==> src/rtl/twiddle_cmult_stage_if.sv <==
// Stream and twiddle-ROM bundle for twiddle_cmult_stage.
// The "slave" modport is the multiplier's view; "master" drives samples and ROM data.
interface twiddle_cmult_stage_if #(
    parameter int SIZE         = 8,
    parameter int bit_width    = 16,
    parameter int bit_width_tw = 14
);
    logic                           in_valid;
    logic signed [bit_width-1:0]    in_re;
    logic signed [bit_width-1:0]    in_im;
    logic                           tw_en;
    logic        [SIZE-2:0]         tw_addr;
    logic signed [bit_width_tw-1:0] cos_data;
    logic signed [bit_width_tw-1:0] sin_data;
    logic                           out_valid;
    logic signed [bit_width-1:0]    out_re;
    logic signed [bit_width-1:0]    out_im;
    logic                           out_last;

    modport slave (
        input  in_valid, in_re, in_im, cos_data, sin_data,
        output tw_en, tw_addr, out_valid, out_re, out_im, out_last
    );

    modport master (
        output in_valid, in_re, in_im, cos_data, sin_data,
        input  tw_en, tw_addr, out_valid, out_re, out_im, out_last
    );
endinterface

==> src/rtl/twiddle_cmult_stage.sv <==
// Streaming FFT-stage twiddle multiplier: drives the twiddle ROM and multiplies each sample.
// Define TWIDDLE_CMULT_SAT_EN to saturate results; otherwise they wrap to bit_width bits.
module twiddle_cmult_stage #(
    parameter int N            = 256,
    parameter int SIZE         = 8,
    parameter int STAGE        = 1,
    parameter int bit_width    = 16,
    parameter int bit_width_tw = 14
) (
    input  logic                  clk,
    input  logic                  rst_n,
    twiddle_cmult_stage_if.slave  bus
);
    localparam int PW    = bit_width + bit_width_tw;
    localparam int SW    = PW + 1;
    localparam int SHIFT = bit_width_tw - 2;
    localparam int RW    = SW - SHIFT;

    localparam logic        [SIZE-1:0] TW_MASK  = SIZE'((N >> STAGE) - 1);
    localparam logic        [SIZE-1:0] LAST_CNT = SIZE'(N - 1);
    localparam logic signed [SW-1:0]   RND      = SW'(2 ** (bit_width_tw - 3));
    localparam logic signed [RW-1:0]   MAX_V    = RW'(2 ** (bit_width - 1) - 1);
    localparam logic signed [RW-1:0]   MIN_V    = -MAX_V - RW'(1);

    // Round half-up, then drop the Q-format fraction bits.
    function automatic logic signed [RW-1:0] round_shift(input logic signed [SW-1:0] x);
        logic signed [SW-1:0] t;
        t = x + RND;
        return RW'(t >>> SHIFT);
    endfunction

    function automatic logic signed [bit_width-1:0] reduce(input logic signed [RW-1:0] x);
`ifdef TWIDDLE_CMULT_SAT_EN
        if (x > MAX_V)
            return bit_width'(MAX_V);
        else if (x < MIN_V)
            return bit_width'(MIN_V);
        else
            return bit_width'(x);
`else
        return bit_width'(x);
`endif
    endfunction

    logic [SIZE-1:0] cnt;
    logic [SIZE-1:0] addr_full;

    logic                        vld_p0, last_p0;
    logic signed [bit_width-1:0] re_p0, im_p0;
    logic                        vld_p1, last_p1;
    logic signed [PW-1:0]        rr_p1, ii_p1, ri_p1, ir_p1;

    logic signed [SW-1:0]        re_sum, im_sum;
    logic signed [bit_width-1:0] re_res, im_res;

    assign bus.tw_en   = bus.in_valid;
    assign addr_full   = (cnt & TW_MASK) << (STAGE - 1);
    assign bus.tw_addr = addr_full[SIZE-2:0];

    always_ff @(posedge clk or negedge rst_n) begin
        if (!rst_n)
            cnt <= '0;
        else if (bus.in_valid)
            cnt <= cnt + SIZE'(1);
    end

    // S1: sample registered so it lines up with the ROM's registered cos/sin.
    // S2: four partial products.
    always_ff @(posedge clk) begin
        re_p0 <= bus.in_re;
        im_p0 <= bus.in_im;
        rr_p1 <= PW'(re_p0) * PW'(bus.cos_data);
        ii_p1 <= PW'(im_p0) * PW'(bus.sin_data);
        ri_p1 <= PW'(re_p0) * PW'(bus.sin_data);
        ir_p1 <= PW'(im_p0) * PW'(bus.cos_data);
    end

    // S3: combine, round, reduce to output width.
    assign re_sum = SW'(rr_p1) - SW'(ii_p1);
    assign im_sum = SW'(ri_p1) + SW'(ir_p1);
    assign re_res = reduce(round_shift(re_sum));
    assign im_res = reduce(round_shift(im_sum));

    always_ff @(posedge clk or negedge rst_n) begin
        if (!rst_n) begin
            vld_p0        <= 1'b0;
            last_p0       <= 1'b0;
            vld_p1        <= 1'b0;
            last_p1       <= 1'b0;
            bus.out_valid <= 1'b0;
            bus.out_last  <= 1'b0;
            bus.out_re    <= '0;
            bus.out_im    <= '0;
        end else begin
            vld_p0        <= bus.in_valid;
            last_p0       <= bus.in_valid && (cnt == LAST_CNT);
            vld_p1        <= vld_p0;
            last_p1       <= last_p0;
            bus.out_valid <= vld_p1;
            bus.out_last  <= last_p1;
            if (vld_p1) begin
                bus.out_re <= re_res;
                bus.out_im <= im_res;
            end
        end
    end
endmodule
==> src/flat_wrapper.sv <==
// flat-port wrapper written by rule: the top's interface ports become plain ports
module twiddle_cmult_stage_flat 
#(
    parameter int N            = 256,
    parameter int SIZE         = 8,
    parameter int STAGE        = 1,
    parameter int bit_width    = 16,
    parameter int bit_width_tw = 14
)
  (clk, rst_n, bus_in_valid, bus_in_re, bus_in_im, bus_cos_data, bus_sin_data, bus_tw_en, bus_tw_addr, bus_out_valid, bus_out_re, bus_out_im, bus_out_last);
  twiddle_cmult_stage_if #(.SIZE(SIZE), .bit_width(bit_width), .bit_width_tw(bit_width_tw)) bus_i ();
  input  logic clk;
  input  logic rst_n;
  input wire logic [$bits(bus_i.in_valid)-1:0] bus_in_valid;
  input wire logic [$bits(bus_i.in_re)-1:0] bus_in_re;
  input wire logic [$bits(bus_i.in_im)-1:0] bus_in_im;
  input wire logic [$bits(bus_i.cos_data)-1:0] bus_cos_data;
  input wire logic [$bits(bus_i.sin_data)-1:0] bus_sin_data;
  output wire logic [$bits(bus_i.tw_en)-1:0] bus_tw_en;
  output wire logic [$bits(bus_i.tw_addr)-1:0] bus_tw_addr;
  output wire logic [$bits(bus_i.out_valid)-1:0] bus_out_valid;
  output wire logic [$bits(bus_i.out_re)-1:0] bus_out_re;
  output wire logic [$bits(bus_i.out_im)-1:0] bus_out_im;
  output wire logic [$bits(bus_i.out_last)-1:0] bus_out_last;
  assign bus_i.in_valid = bus_in_valid;
  assign bus_i.in_re = bus_in_re;
  assign bus_i.in_im = bus_in_im;
  assign bus_i.cos_data = bus_cos_data;
  assign bus_i.sin_data = bus_sin_data;
  assign bus_tw_en = bus_i.tw_en;
  assign bus_tw_addr = bus_i.tw_addr;
  assign bus_out_valid = bus_i.out_valid;
  assign bus_out_re = bus_i.out_re;
  assign bus_out_im = bus_i.out_im;
  assign bus_out_last = bus_i.out_last;
  twiddle_cmult_stage #(.N(N), .SIZE(SIZE), .STAGE(STAGE), .bit_width(bit_width), .bit_width_tw(bit_width_tw)) u_core (.clk(clk), .rst_n(rst_n), .bus(bus_i));
endmodule
==> config.mk <==
export PLATFORM = sky130hd
export DESIGN_NAME = twiddle_cmult_stage_flat
export DESIGN_NICKNAME = d
export VERILOG_FILES = /design/src/rtl/twiddle_cmult_stage_if.sv /design/src/rtl/twiddle_cmult_stage.sv /design/src/flat_wrapper.sv
export SDC_FILE = /design/constraint.sdc
export NUM_CORES = 2
export LEC_CHECK = 0
export CAP_MARGIN = 20
export CORE_MARGIN = 5
export CORE_UTILIZATION = 45
export DETAILED_ROUTE_END_ITERATION = 12
export HOLD_SLACK_MARGIN = 0.12
export PLACE_DENSITY = 0.58
export SETUP_SLACK_MARGIN = 0.5
export SYNTH_ARGS = -nofsm -noshare
export SYNTH_HDL_FRONTEND = slang
export SYNTH_SLANG_ARGS = --single-unit
==> constraint.sdc <==
create_clock -name clk -period 8 [get_ports clk]
set_clock_uncertainty 0.1 [all_clocks]
set_input_delay 2.4 -clock clk [delete_from_list [all_inputs] [get_ports clk]]
set_output_delay 2.4 -clock clk [all_outputs]
set_load 0.005 [all_outputs]
======== After elaboration in Yosys (flattened, before gate mapping) ========
Index checks and enable logic that the tools add are counted.
word-level totals
  bits of input ports ..................... 63
  latch bits .............................. 0
  register bits after elaboration ......... 190
  ROM bits ................................ 0
  output and inout bits ................... 42
  memories kept ........................... 0
  word-level logic and storage cells ...... 26
  bits in writable memories ............... 0
cells by class
  divide/modulo/power cells ............... 0
  equality and inequality tests ........... 1
  reductions and logical operators ........ 1
  multiplexer cells ....................... 0
  order comparisons ....................... 0
  bitwise gates (word level) .............. 0
  multipliers ............................. 4
  $add $sub $neg .......................... 5
  shifts and indexed selects .............. 0
operators with widths
  operator                count
  $mul 16x14->28          4
  $add 28x13->28 const B  2
  $add 28x28->28          1
  $sub 28x28->28          1
  $add 8x1->8 const B     1
  $eq 8x8->1 const B      1
  $logic_and 1x1->1       1

======== Logic depth before layout (Yosys ltp) ========
  word-level depth ........................ 2
  gate-level depth with buffers ........... 26

======== Least setup slack after synthesis ========
No wires, ideal clock.
  kind .................................... in2reg
  start point ............................. input port bus_cos_data[2]
  end point ............................... register u_core.ir_p1[27]
  library setup time ...................... 0.072 ns
  arrival ................................. 8.053 ns
  slack ................................... -0.225 ns
  stages .................................. 25
  path through ............................ clkbuf_1 > and2_1 > fa_1 > inv_1 > fa_1 > inv_1 > fa_1 > inv_1 > fa_1 > inv_1 > fa_1 > inv_1 > fa_1 > inv_1 > ha_1 > a31o_1 > a21o_1 > a21o_1 > a221oi_4 > a41oi_2 > a41oi_2 > a21oi_1 > o21a_1 > nor2_1 > xnor2_1
on the way
  word-level cells in the longest chain between the ends .. 1
RTL lines
  element               RTL line                   RTL
  from (decl)           flat_wrapper.sv:17         input wire logic [$bits(bus_i.cos_data)-1:0] bus_cos_data;
  $mul 16x14->28        twiddle_cmult_stage.sv:75  ir_p1 <= PW'(im_p0) * PW'(bus.cos_data);
  to (signal assigned)  twiddle_cmult_stage.sv:75
  to (decl)             twiddle_cmult_stage.sv:51  logic signed [PW-1:0] rr_p1, ii_p1, ri_p1, ir_p1;
No other way between the ends.
A chain may end at the register's enable or synchronous reset.

======== Worst setup path after layout ========
  start point ............................. input port bus_cos_data[4]
  end point ............................... register u_core.ir_p1[27]
The elaborated chain is that of the path after synthesis.

==> run metrics <==
layout overhead on the synthesized area 22.3%; fin util 55.2%; all-layer global routing usage 24.2%; RSZ-0062 raised after global routing yes; CP Data Arrival Time 8.13 ns; worst-margin pin slew 1.19 ns; vias 28,300; critical path depth in cells 26; WL per Instance 18.4 um; Root Driver clkbuf_16; gate count of the mapped netlist 4,161; row count 108; WP buf/inv 8; ranking of synthesized cells by instance count 1,013 x inv_1, 828 x fa_1, 477 x and2_1, 404 x nand2_1, 375 x ha_1; CP endpoint kind flip-flop; initial antenna violation count 3; FF-to-FF path depth 22; Post-Route WL 107 mm; later-pin clock latency in the skew report 0.53 ns; Syn Nets 5,427; Req. time, crit path 8.36 ns; peak per-stage delay on the critical path 0.56 ns; FF+latch count, synth 190; PortBufs 104; first-pass GRT wire length 174 mm; Initial Util 45.2%; Synth area leader fa_1; largest net degree at the start of global routing 47; fmax 0.129 GHz; Sink Count 190; total CTS buffers 17; width of the die 305 um; placer congestion estimate 0.850; Mean Syn Cell Area 9.39 um^2; critical path's slowest cell fa_1; die height 305 um; Vias/cell 4.88; WS Path Type input port to flip-flop; worst hold start u_core.last_p0$_DFF_PN0_; Synth Flop Type dfxtp_1; initial DRC count 1,359; post-synthesis cell type count 64; Post-DP HPWL 80.5 mm; htree depth 4; clock buffer depth 2; worst hold path class flip-flop to flip-flop; Worst R2R Start u_core.im_p0[9]$_DFF_P_; slew margin rel. 20.5%; final slew viol count 0; hold buffer count at cts 0; max-cap check violation count 0; fin crit share 97.1%; length of the first detailed-routing pass in iterations 6; Cell Area, Synth 39,100 um^2; asr flop ratio synth 24.2%; crit-path max FO 3; grt ovf 0; share of the synthesized area in the top cell type 42.4%; Min-Delay Path Depth 0; CTS tree yes; status completed; startpoint types input port; fraction of layout cells with a size suffix above 1 18.7%; cell family with most CP delay adder cells; most used cell, CP fa_1; DR DRC count 0; Area contributors post-synth fa_1 42%, ha_1 12%, inv_1 9.7%; top-count cell post-synth inv_1; Placeable Area 86,500 um^2; crit path launch bus_cos_data[4]; NumNets Final 5,901; Tmin final 7.77 ns; number of synthesized flops with an enable pin 0; number of global-route vias before repair 30,800; post-synthesis sequential area ratio 10.3%; final hold vios 0; Routed Antenna Nets 0; Warnings, synthesis 0; # IOs 105; Clk pin slew, worst setup/hold paths 0.09 ns; full die area 92,800 um^2; endpoints failing setup 0
==> worst reg2reg max path: stages, from the launching register on <==
cell and delay [ns]:
dfxtp_1 1.12, buf_4 0.34, nand2_1 0.10, fa_1 0.55
inv_1 0.06, fa_1 0.55, fa_1 0.44, fa_1 0.52
fa_1 0.50, inv_1 0.06, fa_1 0.49, inv_1 0.04
ha_1 0.28, o21a_1 0.16, o21ai_1 0.08, and2_1 0.15
a31o_2 0.22, a41oi_2 0.23, a41oi_2 0.19, a21oi_2 0.19
o21a_1 0.16, nor2_2 0.05, xnor2_1 0.11
==> flip-flops by register name (all words and copies together) (netlist names) <==
name	cells
u_core.bus.out_im	16
u_core.vld_p1	1
u_core.ir_p1	28
u_core.bus.out_last	1
u_core.re_p0	16
u_core.im_p0	16
u_core.ii_p1	28
u_core.cnt	8
u_core.bus.out_re	16
u_core.bus.out_valid	1
u_core.ri_p1	28
u_core.rr_p1	28
u_core.last_p1	1
u_core.vld_p0	1
u_core.last_p0	1
==> cells in the final DEF, fill, tap and decap left out, drive strengths merged, types with 4 or more instances in the layout <==
cell	count
a211o	5
a211oi	8
a21o	37
a21oi	86
a31oi	12
and2	477
and3	8
buf	550
bufbuf	8
clkbuf	20
clkdlybuf4s50	75
clkinv	7
dfrtp	46
dfxtp	144
dlygate4sd2	6
fa	828
ha	375
inv	1018
mux2	25
nand2	404
nand2b	40
nand3	9
nand3b	4
nand4	9
nor2	96
nor2b	10
nor3	19
o211ai	8
o21a	11
o21ai	52
o21bai	18
or2	7
or3	4
xnor2	142
xor2	37
==> logic make-up after synthesis <==
kind of cell / after synthesis / share of synthesized area (%)
buffers and inverters: 1202 / 11.6
muxes: 25 / 0.720
AOI/OAI and AO/OA: 268 / 4.59
xor gates and xnor gates: 179 / 4.01
DFF: 190 / 10.3
and+or+nand+nor: 1094 / 14.3
adders and majority gates: 1203 / 54.4
==> metal layers <==
metal,share of wire (%),global-route usage (%)
met4,2.9,5.93
met5,0,0
met2,49,41.4
met1,44,33.0
met3,4.4,3.14
==> path summary, 6_finish.rpt <==
path	to	slack (ns)
hold / removal	u_core.last_p1$_DFF_PN0_	0.25
min in group asynchronous	u_core.bus.out_re[0]$_DFFE_PN0P_	1.64
max in group asynchronous	u_core.bus.out_im[11]$_DFFE_PN0P_	5.65
hold reg to reg	u_core.last_p1$_DFF_PN0_	0.25
setup / recovery	u_core.ir_p1[27]$_DFF_P_	0.23
setup reg to reg	u_core.ir_p1[27]$_DFF_P_	1.20
==> layout make-up <==
type	instances	area, um^2
Clock inverter	14	153
Timing Repair Buffer	644	6230
Clock buffer	18	439
Inverter	1013	3800
Multi-Input combinational cell	2769	31700
Fill cell	7857	38700
Tap cell	1155	1450
Antenna cell	2	5.00
Sequential cell	190	4040
==> repair_timing <==
item                       in CTS  in global routing
pin swaps                     130                156
gates resized for setup       280                163
setup endpoints to repair      55                 49
setup buffers                  76                 34
gates cloned                   19                  0
==> stage by stage <==
stage | setup slack [ns] | instance area (um^2) | hold slack [ns] | TNS (ns) | instances
after floorplan | 0.0385 | 39500 | 0.231 | 0 | 4161
after global placement | -0.694 | 44500 | 0.232 | -20.81 | 5640
after detailed placement | -0.742 | 44500 | 0.236 | -23.18 | 5640
after CTS | 0.153 | 46800 | 0.255 | 0 | 5767
after global routing | 0.0363 | 47800 | 0.260 | 0 | 5803
final | 0.231 | 47800 | 0.251 | 0 | 5805
Power is not shown: default switching activity piles up to over one toggle a cycle in this logic, so the estimate is an artifact.
